===== src/rtl/seg_scan_ctrl.sv =====
// Two-digit multiplexed display scanner: drives a shared 7-seg decoder and
// active-low anodes, with frame-synchronous digit commit and inter-digit dead time.
module seg_scan_ctrl #(
  parameter int REFRESH_DIV = 50000,
  parameter int DEAD_CYCLES = 2
) (
  input  logic       clk,
  input  logic       rst_n,
  input  logic       load,
  input  logic [3:0] tens_in,
  input  logic [3:0] ones_in,
  input  logic       blank_lead,
  output logic [3:0] num,
  output logic [1:0] an,
  output logic       frame_start,
  output logic       pending
);

  localparam int MAXV = (REFRESH_DIV > DEAD_CYCLES) ?
                        ((REFRESH_DIV > 2) ? REFRESH_DIV : 2) :
                        ((DEAD_CYCLES > 2) ? DEAD_CYCLES : 2);
  localparam int TW = $clog2(MAXV);
  localparam logic [TW-1:0] SHOW_LAST = TW'(REFRESH_DIV - 1);
  // With zero dead time DEAD_0 still occurs once after reset, lasting one cycle.
  localparam logic [TW-1:0] DEAD_LAST = TW'((DEAD_CYCLES > 0) ? DEAD_CYCLES - 1 : 0);

  typedef enum logic [1:0] {DEAD_0, SHOW_ONES, DEAD_1, SHOW_TENS} state_t;

  state_t        state_q, state_d;
  logic [TW-1:0] timer_q, timer_d;
  logic [3:0]    ones_q, ones_d, tens_q, tens_d;
  logic [3:0]    pend_ones_q, pend_ones_d, pend_tens_q, pend_tens_d;
  logic          pending_q, pending_d;
  logic [3:0]    num_q, num_d;
  logic [1:0]    an_q, an_d;
  logic          fs_q, fs_d;
  logic          commit;

  always_comb begin
    state_d = state_q;
    case (state_q)
      DEAD_0:    if (timer_q == DEAD_LAST) state_d = SHOW_ONES;
      SHOW_ONES: if (timer_q == SHOW_LAST) state_d = (DEAD_CYCLES == 0) ? SHOW_TENS : DEAD_1;
      DEAD_1:    if (timer_q == DEAD_LAST) state_d = SHOW_TENS;
      default:   if (timer_q == SHOW_LAST) state_d = (DEAD_CYCLES == 0) ? SHOW_ONES : DEAD_0;
    endcase
    timer_d = (state_d != state_q) ? '0 : timer_q + TW'(1);
    commit  = (state_q == SHOW_TENS) && (state_d != SHOW_TENS);

    ones_d      = ones_q;
    tens_d      = tens_q;
    pend_ones_d = pend_ones_q;
    pend_tens_d = pend_tens_q;
    pending_d   = pending_q;
    if (commit) begin
      // A load on the commit edge bypasses the pending buffer.
      if (load) begin
        ones_d = ones_in;
        tens_d = tens_in;
      end else if (pending_q) begin
        ones_d = pend_ones_q;
        tens_d = pend_tens_q;
      end
      pending_d = 1'b0;
    end else if (load) begin
      pend_ones_d = ones_in;
      pend_tens_d = tens_in;
      pending_d   = 1'b1;
    end

    an_d  = 2'b11;
    num_d = tens_d;
    case (state_d)
      DEAD_0:    num_d = ones_d;
      SHOW_ONES: begin
        an_d  = 2'b10;
        num_d = ones_d;
      end
      SHOW_TENS: an_d = (blank_lead && (tens_d == 4'd0)) ? 2'b11 : 2'b01;
      default:   an_d = 2'b11;
    endcase
    fs_d = (state_d == SHOW_ONES) && (state_q != SHOW_ONES);
  end

  always_ff @(posedge clk) begin
    if (!rst_n) begin
      state_q     <= DEAD_0;
      timer_q     <= '0;
      ones_q      <= '0;
      tens_q      <= '0;
      pend_ones_q <= '0;
      pend_tens_q <= '0;
      pending_q   <= 1'b0;
      num_q       <= '0;
      an_q        <= 2'b11;
      fs_q        <= 1'b0;
    end else begin
      state_q     <= state_d;
      timer_q     <= timer_d;
      ones_q      <= ones_d;
      tens_q      <= tens_d;
      pend_ones_q <= pend_ones_d;
      pend_tens_q <= pend_tens_d;
      pending_q   <= pending_d;
      num_q       <= num_d;
      an_q        <= an_d;
      fs_q        <= fs_d;
    end
  end

  assign num         = num_q;
  assign an          = an_q;
  assign frame_start = fs_q;
  assign pending     = pending_q;

endmodule


===== config.mk =====
export PLATFORM = sky130hd
export DESIGN_NAME = seg_scan_ctrl
export DESIGN_NICKNAME = d
export VERILOG_FILES = /design/src/rtl/seg_scan_ctrl.sv
export SDC_FILE = /design/constraint.sdc
export NUM_CORES = 1
export LEC_CHECK = 0
export ABC_AREA = 1
export CORE_MARGIN = 2
export CORE_UTILIZATION = 50
export DETAILED_ROUTE_END_ITERATION = 12
export PLACE_DENSITY = 0.74
export SYNTH_ARGS = -nofsm -noshare
export SYNTH_HDL_FRONTEND = slang
export SYNTH_SLANG_ARGS = --single-unit

===== constraint.sdc =====
create_clock -name clk -period 1.6 [get_ports clk]
set_clock_uncertainty 0.1 [all_clocks]
set_input_delay 0.24 -clock clk [delete_from_list [all_inputs] [get_ports clk]]
set_output_delay 0.24 -clock clk [all_outputs]
set_load 0.02 [all_outputs]

### After elaboration in Yosys (flattened, before gate mapping)

Index checks and enable logic that the tools add are counted.

| cells by class | value |
|---|---|
| reduce and logical (&&, ||, !) cells | 10 |
| mux-type cells | 14 |
| equality and inequality tests | 10 |
| add/subtract/negate cells | 1 |
| bitwise logic cells | 2 |

Operators by type and width:

| kind | number |
|---|---|
| two-way mux 4 bit | 7 |
| adder 16 x 1 -> 16 bit, second input constant | 1 |
| equality test 16 x 1 -> 1 bit, second input constant | 1 |
| equality test 16 bit, second input constant | 1 |
| two-way mux 2 bit | 5 |
| equality test 2 bit, second input constant | 3 |
| one-hot mux 2 bit (3 select lines) | 1 |
| OR reduction 2 bit | 3 |
| equality test 2 x 1 -> 1 bit, second input constant | 2 |
| zero test 2 bit | 2 |
| zero test 4 bit | 1 |
| one-hot mux 2 bit (2 select lines) | 1 |
| logical AND 1 bit | 3 |
| != test 2 x 1 -> 1 bit, second input constant | 1 |
| != test 2 bit | 1 |
| != test 2 bit, second input constant | 1 |
| inverter 1 bit | 2 |
| AND reduction 2 bit | 1 |

| storage, ports and cells | value |
|---|---|
| register bits | 42 |
| word-level logic and storage cells | 47 |
| bits of input ports | 12 |
| output and inout port bits | 8 |

### Depth between registers and ports, before layout

Gate-level depths: netlist of run 1.

| logic depth | value |
|---|---|
| depth in word-level cells | 10 |
| depth in mapped cells | 10 |
| mapped depth without buffers | 10 |

### Worst setup path after synthesis of run 1

OpenSTA, ideal clock, no wires.

| timing path | value |
|---|---|
| kind | flip-flop to flip-flop |
| start point | register timer_q[0] |
| end point | register ones_q[2] |
| setup slack | -129 ps |
| data required time | 1385 ps |
| cell stages (with the launch flop) | 9 |
| library setup time | 115 ps |
| clock period less this slack | 1729 ps |
| path buffers | 1 |
| data arrival time | 1514 ps |
| path through | dfxtp_1 > ha_1 > nand3_2 > nor3_4 > nand3_4 > buf_6 > nand2_2 > o21ai_2 > and2_1 |

| on the way | value |
|---|---|
| cells in the longest elaborated chain, start to end | 6 |
| elaborated cells on any way between the ends | 10 |
| those cells by class | 3 x eq/ne; 6 x mux; 1 x reduce/logical |

Ends and longest elaborated chain:

| item | RTL line | source |
|---|---|---|
| start, declared | 30 | `logic [TW-1:0] timer_q, timer_d;` |
| start signal, assigned | 99 | `timer_q <= timer_d;` |
| equality test 16 bit or equality test 16 x 1 -> 1 bit (tied branches) | -- |  |
| two-way mux 2 bit (on tied branches) | -- |  |
| one-hot mux 2 bit (3 select lines) * | 41 | `case (state_q)` |
| != test 2 bit * | 48 | `commit = (state_q == SHOW_TENS) && (state_d != SHOW_TENS);` |
| logical AND 1 bit * | 48 |  |
| two-way mux 4 bit * | 55 | `if (commit) begin` |
| end signal, assigned | 100 | `ones_q <= ones_d;` |
| end, declared | 31 | `logic [3:0] ones_q, ones_d, tens_q, tens_d;` |

Mark *: on every way between the ends. The rest lies on a longest branch, timed or not.
A chain may end at the register's enable or synchronous reset.

### Worst setup path after layout of run 1

| timing path | value |
|---|---|
| start point | register timer_q[1] |
| end point | register ones_q[3] |

Same word-level chain as after synthesis.

==> results list, run 1 <==
- Status: finished with violations
- Violated checks: negative setup slack
- The worst hold path passes through 2 cells.
* Number of distinct library cells after synthesis: 30
* Max Root-Sink Buffers: 2
- Clock-pin slew was measured on the worst setup and hold paths at 80 ps.
- Post-detailed-route count of antenna-violating nets: 0
- P per Cell Area: 810 nW/µm²
- Metal2 WL: 2230 µm
- DRC: 0
* Post-synth design cell area: 1980 µm²
* Synthesized netlist net count: 279
- After detailed routing, the total wire length is 4380 µm.
- Antenna violations before repair: 0
* Number of DRC violations after detailed-routing iteration 0: 97
- The path class of the tightest hold or removal check is reg -> reg.
- GR Util All Layers: 21.4%
- For this block, wires on met1 add up to 1920 µm.
- The most critical setup path has its startpoint at timer_q[1]$_SDFF_PP0_.
- Leak: 1.12 nW
- Counting flops with a built-in enable in the synthesized netlist gives 0.
- The cell family contributing the most delay on the critical path is simple AND/OR/NAND/NOR gates.
- Length of routed met3 wiring: 162 µm
- Share of final-layout standard cells stronger than drive strength 1: 25.1%
- Slowest cell on crit path: dfxtp_2
* Effective utilization at floorplan: 52.8%
- Overall power consumption after layout is estimated at 2.22 mW.
- Number of inserted diodes: 0
* Number of register bits inferred by synthesis: 42
- Entering global routing, the biggest net connects 17 pins.
* Most instantiated flip-flop cell in the synthesis netlist: dfxtp_1
* R2r setup slk: -30 ps
- Ys async rst share: 0%
- The worst register-to-register path begins at timer_q[1]$_SDFF_PP0_.
- Count of hold-fix buffers inserted at cts: 0
* Detailed-router iteration count before antenna repair: 4
* CTS tree: done
- Placeable Area: 3740 µm²
- Setup repair after global routing missed its margin: yes
- Number of slew-limit violations in the final report: 0
- The floorplan step set the die height to 66.9 µm.
- CP Buf/Inv Count: 2
* Via count of the first global-routing pass: 1,722
- Row generation in the floorplan step produced 22 rows.
* Number of nets in the layout: 336
- Kind of start point of the critical path: flip-flop
- Along the worst path, the maximum fanout reaches 6.
* Synthesis-to-finish area growth: 38.6%
* FILL cells: 298
- In this run the critical register-to-register path is captured at ones_q[3]$_SDFF_PN0_.
- Sinks on Clock Net: 42
* Hpwl dp: 3060 µm
- Least setup slack across all paths after layout: -33.4 ps
- Endpoint required time on the critical path: 1700 ps
* Mean post-synth cell area: 7.46 µm²
- After synthesis, flip-flops and latches occupy 42.6% of the total area.
- Signal routing reaches up to met4.
* Total grt overflow: 0
- Vias per Instance: 4.90
* MaxCap Viol Count: 0
- GPL Wtd Cong: 0.821
- The path with the worst hold slack has its endpoint at pend_ones_q[2]$_SDFFE_PN0P_.
- Data arrives at the worst endpoint at 1730 ps.
- Warning count from the yosys run: 0
- Highest ir drop seen on vdd: 520 µV
* Startpoint of the lowest-slack hold path: pend_ones_q[2]$_SDFFE_PN0P_
* Tightest Pin Transition: 326 ps
* Routed via count: 1,817
- Headroom to the max-slew limit came out at 78.2%.
- Min Clock Period, post-route: 1630 ps
- The die covers 4470 µm².
- Count of endpoints failing setup in the final report: 8
- Number of buffers added by the clock tree synthesis step: 5
- Timing analysis after detailed placement gives a worst setup slack of -103 ps.
* Final critical-path share of the clock period: 102%
* Kind of critical path: reg -> reg
- The final-report hold violation count is 0.
- Cells after synthesis: 265
- Input and output buffers added on the ports amount to 19.
- The worst setup path is captured at a flip-flop.
- Average routed wire per standard cell: 11.8 µm
* Depth of the worst register-to-register path: 9
- The signal on the critical path passes through ha_4 > nand3_4 > nor3_4 > buf_6 > nand3_4 > buf_6 > nand2_4 > o21ai_2 > and2_1.
- Pin placement for this block handled 20 I/O pins.
- CTS Root Buffer Type: clkbuf_8
- Latest clock arrival within the worst-skew pair: 300 ps
- First-pass GRT wire length: 7180 µm
* Delay contributed by the slowest stage of the critical path: 360 ps
- Horizontal die dimension: 66.9 µm
- Derived from the worst setup path, the maximum achievable clock frequency is 612 MHz.
- Number of H-tree levels: 2
==> routing by layer <==
metal / vias up / global-route usage (%)
met3: 6 / 5.41
met1: 816 / 24.8
met5: - / 0
li1: 960 / -
met2: 35 / 37.8
met4: 0 / 7.91
==> registers in the layout (all words and copies together) (netlist names) <==
signal / cells
pending: 1
pend_tens_q: 4
frame_start: 1
pend_ones_q: 4
num: 4
timer_q: 16
tens_q: 4
state_q: 2
an: 2
ones_q: 4
==> where the power goes <==
part	internal (mW)	total [mW]	leakage, nW	switching [mW]
Sequential	1.09	1.11	0.343	0.0248
Clock	0.465	0.826	0.0514	0.360
Combinational	0.127	0.279	0.725	0.152
Total	1.68	2.22	1.12	0.537
==> worst max-delay path by stage <==
stage | to | cells past startpoint | slack (ps)
2_1_floorplan | ones_q[2]$_SDFF_PN0_ | 8 | 8
3_3_place_gp | ones_q[3]$_SDFF_PN0_ | 6 | -50
3_5_place_dp | timer_q[11]$_SDFF_PP0_ | 8 | -100
4_1_cts | ones_q[3]$_SDFF_PN0_ | 9 | -40
5_1_grt | timer_q[12]$_SDFF_PP0_ | 10 | -140
6_report | ones_q[3]$_SDFF_PN0_ | 9 | -30
==> repair_timing <==
item | 4_1_cts | 5_1_grt
gates cloned | 1 | 0
gates resized for setup | 13 | 19
pin swaps | 2 | 5
setup endpoints to repair | 25 | 37
buffers inserted | 4 | 5
==> tightest hold or removal path, stage by stage, from the launching register on <==
cell and delay [ps]:
dfxtp_1 300, inv_1 60, a21oi_1 50
==> cells by family after synthesis <==
| logic type | after synthesis | synth area share [%] |
|---|---|---|
| AND/OR/NAND/NOR | 145 | 33.9 |
| AO/OA/AOI/OAI | 31 | 8.74 |
| XOR/XNOR | 9 | 4.37 |
| buffers and inverters | 32 | 7.16 |
| adder cells (fa/ha/maj) | 2 | 1.27 |
| flip-flops | 42 | 42.6 |
| multiplexers | 4 | 2.03 |
==> cell usage after synthesis (all sizes together) (2+ instances only) <==
master | number | area [µm²]
nand2 | 66 | 258
xor2 | 9 | 86.3
nand3 | 20 | 123
clkbuf | 2 | 7.51
nor2 | 36 | 145
dfxtp | 42 | 841
clkinv | 2 | 7.51
ha | 2 | 25.0
o21ai | 14 | 85.1
nor3b | 2 | 15.0
buf | 5 | 40.0
a21oi | 15 | 75.1
and2 | 5 | 31.3
a31oi | 2 | 12.5
mux2i | 4 | 40.0
nand4 | 4 | 25.0
nor3 | 11 | 66.3
inv | 23 | 86.3
==> placed cells by master, fill, tap and decap left out, types with 2 or more instances in the layout <==
master | Yosys | final
o21ai_2 | 4 | 3
nor3b_2 | 0 | 2
nand2_2 | 4 | 2
buf_4 | 1 | 31
a21oi_1 | 15 | 13
nor2_2 | 1 | 4
inv_1 | 23 | 22
nand3_1 | 17 | 15
o21ai_1 | 3 | 3
xor2_1 | 8 | 8
a21oi_2 | 0 | 2
nor2_4 | 1 | 2
dfxtp_2 | 0 | 5
nand3_2 | 2 | 3
nand4_1 | 4 | 4
clkinvlp_4 | 0 | 2
a31oi_1 | 2 | 2
and2_1 | 5 | 5
clkinv_1 | 2 | 2
clkdlybuf4s50_1 | 0 | 17
mux2i_1 | 4 | 4
nand3_4 | 1 | 3
nand2_4 | 0 | 4
nor2_1 | 34 | 30
buf_6 | 2 | 5
o21ai_0 | 7 | 7
dfxtp_1 | 42 | 37
nor3_1 | 10 | 9
nand2_1 | 62 | 60
clkbuf_8 | 0 | 5
==> final cells by class <==
type,count,area (µm²),share of cell area [%]
inverters,25,97.6,3.56
multi-input cells,192,1120,41.0
clock inverters,2,37.5,1.37
clock buffers,6,72.6,2.65
flip-flops and latches,42,847,30.9
repair buffers,56,500,18.3
well taps,48,60.1,2.19
==> through the flow <==
step / std cells / hold slack (ps) / TNS [ps] / area, µm² / util [%]
global route: 371 / 378 / -2050 / 2740 / 73.1
detailed placement: 354 / 344 / -677 / 2430 / 65.0
CTS: 366 / 358 / -141 / 2640 / 70.4
finish: 371 / 356 / -130 / 2740 / 73.1
global placement: 354 / 339 / -367 / 2430 / 65.0
floorplan: 265 / 304 / 0 / 2000 / -
Power figures use the tool's default switching activity.
==> inputs of run 2 (changes only) <==
--- a/config.mk
+++ b/config.mk
@@ -6,7 +6,7 @@
 export NUM_CORES = 1
 export LEC_CHECK = 0
 export ABC_AREA = 1
-export CORE_MARGIN = 2
+export CAP_MARGIN = 15
 export CORE_UTILIZATION = 50
 export DETAILED_ROUTE_END_ITERATION = 12
 export PLACE_DENSITY = 0.74
==> run 2 against run 1 <==
The run still ends with negative setup slack left. Non-clock buffer count shrank 2. Power up 3.3%. Routed wire length rose by 18%. Sequential share of layout area shrank 0.83 points. Cell count shrank 0.27%. Critical path type unchanged. Largest cell class unchanged. Largest power group unchanged.
==> results list, run 2 (synthesis gave the netlist of run 1 again) <==
* Count of endpoints failing setup in the final report: 34 (+26)
- Via count of the first global-routing pass: 1,758 (+2.1%)
- The worst-case vdd ir drop came to 518 µV (-0.37%).
* Cell area after layout: 2810 µm² (+2.6%)
- The die height is 64.9 µm (-3.0%).
- The routed wirelength normalized by instance count came to 14.0 µm (+19%).
- The first-pass GRT wire length came to 7450 µm (+3.8%).
- The worst setup path is captured at a flip-flop.
* Routed via count: 1,917 (+5.5%)
* Biggest fanout along the worst timing path: 4 (-2)
* Biggest register: timer_q
- Share of final-layout standard cells stronger than drive strength 1: 30.1% (+5.0 points)
- Number of slew-limit violations in the final report: 0 (unchanged)
- Peak Freq: 585 MHz (-4.5%)
- Post-detailed-route count of antenna-violating nets: 0 (unchanged)
- The library cell used most frequently in the layout, excluding fill and tap cells, is nand2_1.
- Latest clock arrival within the worst-skew pair: 300 ps (about the same)
- Number of buffers added on ports: 19 (unchanged)
* Relative contribution of the clock network to total power: 37.7% (+0.5 points)
- Violated checks: negative setup slack
- Clock transition at the registers of the reported paths: 80 ps (about the same)
* Least setup slack across all paths after layout: -110 ps (-76.6 ps)
- GR Util All Layers: 23.4% (+2.0 points)
- Worst min-delay path category: reg -> reg
- Total die area: 4210 µm² (-5.9%)
* Data arrival at the endpoint of the critical path: 1800 ps (+70 ps)
* Number of nets in the layout: 336 (unchanged)
- The worst setup timing slack at the placement stage came to -95.0 ps (+7.91 ps).
- Maximum number of pins on one net before global-route repair: 17 (unchanged)
- Kind of start point of the critical path: flip-flop
- Internal Dissipation: 1.72 mW (+2.2%)
- Count of endpoints failing hold in the final timing report: 0 (unchanged)
- The total CTS buffers is 5 (unchanged).
* P per Cell Area: 816 nW/µm² (+0.71%)
* Placed Area: 2420 µm² (-0.51%)
- The post-detailed-placement half-perimeter wirelength is 3090 µm (+0.98%).
- CTS Root Buffer Type: clkbuf_8
- Largest register FFs: 16 (unchanged)
- Status: finished with violations
- FILL cells: 264 (-11%)
- The number of diodes added for antenna fixing came to 0 (unchanged).
* GPL Wtd Cong: 0.834 (+1.6%)
- The site row count was 22 (unchanged).
* Tightest Pin Transition: 424 ps (+97.8 ps)
- The TritonCTS sink count was 42 (unchanged).
- Number of DRC violations after detailed-routing iteration 0: 132 (+36%)
- Number of H-tree levels: 2 (unchanged)
- The final cell utilization of the core came to 75.6% (+2.5 points).
- The remaining routing DRC violations came to 0 (unchanged).
- The portion of total power attributed to combinational logic came to 13.7% (+1.1 points).
- The reported net switching power was 0.574 mW (+6.9%).
- Min Clock Period, post-route: 1710 ps (+76.6 ps)
- The final cycle utilization of the critical path is 107% (+4.8 points).
* Max Root-Sink Buffers: 2 (unchanged)
- The reported leakage power is 1.16 nW (+3.4%).
- CTS tree: done
* Effective utilization at floorplan: 53.2% (+0.39 points)
* Horizontal die dimension: 64.9 µm (-3.0%)
- The total power after layout is 2.29 mW (+3.3%).
* Relative slew slack: 71.7% (-6.6 points)
* Post-detailed-routing wire length: 5190 µm (+18%)
- The total global routing overflow was 0 (unchanged).
* Top library cells by usage in the layout, fill and taps aside: nand2_1, dfxtp_1, buf_4
* Endpoint required time on the critical path: 1690 ps (about the same)
- Antenna violations before repair: 0 (unchanged)
* Top-level I/O count: 20 (unchanged)
- By startpoint and endpoint, the worst setup path is classified as reg -> reg.
- Synthesis-to-finish area growth: 42.2%
- MaxCap Viol Count: 0 (unchanged)
- Setup repair after global routing could not meet its margin everywhere.
* Switching Share: 25.1% (+0.83 points)
- Placeable Area: 3720 µm² (-0.74%)
- The iteration count of the initial detailed-routing pass was 4 (unchanged).
* Seq pwr share: 48.6% (-1.6 points)
* Vias per Instance: 5.18 (+5.8%)
## run 2: final cells by class
class	instances	area [µm²]	share of cell area [%]
Multi-Input combinational cell	194	1220	43.6
Sequential cell	42	846	30.1
Timing Repair Buffer	54	473	16.8
Inverter	25	93.8	3.34
Clock buffer	6	82.6	2.94
Tap cell	48	60.1	2.14
Clock inverter	1	30.0	1.07
## run 2: per-stage QoR
step	std cells	hold slack (ps)	setup TNS (ps)
2_1_floorplan	265	304	0
3_3_place_gp	354	342	-220
3_5_place_dp	354	346	-737
4_1_cts	366	358	-12.0
5_1_grt	370	384	-4710
6_report	370	357	-1430
## run 2: metal layers
layer | vias to the layer above | share of wire (%) | track usage [%]
li1 | 968 | - | -
met4 | 0 | 2.1 | 11.1
met3 | 9 | 3.8 | 5.99
met2 | 50 | 51 | 40.4
met1 | 890 | 43 | 26.6
met5 | - | 0 | 0
## run 2: path summary, 6_finish.rpt
check | from | to | slack (ps) | cells after the start
setup / recovery | timer_q[1]$_SDFF_PP0_ | an[1]$_SDFF_PN1_ | -110 | 10
hold / removal | pend_ones_q[2]$_SDFFE_PN0P_ | pend_ones_q[2]$_SDFFE_PN0P_ | 360 | 2
setup reg to reg | timer_q[1]$_SDFF_PP0_ | an[1]$_SDFF_PN1_ | -110 | 10
hold reg to reg | pend_ones_q[2]$_SDFFE_PN0P_ | pend_ones_q[2]$_SDFFE_PN0P_ | 360 | 2
## run 2: power groups by stage
stage | clock [mW] | combinational (mW) | sequential, mW
final | 0.864 | 0.313 | 1.12
after global routing | 0.912 | 0.341 | 1.12
after CTS | 0.874 | 0.261 | 1.11
after detailed placement | 0 | 0.253 | 1.14
after global placement | 0 | 0.248 | 1.14
after floorplan | 0 | 0.138 | 1.15
## run 2: repair_timing
action                                  4_1_cts  5_1_grt
gates cloned                                  2        1
setup buffers                                 3        3
endpoints found under the setup margin       24       38
gates resized for setup                      13       40
hold buffers                                  0        0
pin swaps                                     4       15
## run 2: worst max-delay path: stages, from the launching register on
cell and delay [ps]:
dfxtp_2 360, ha_4 160, nand3_4 90, nor3_4 210, buf_6 150, buf_6 100, nand4_1 130, nand3_1 140
nor2_1 50, nand2_1 70, nand2_1 50
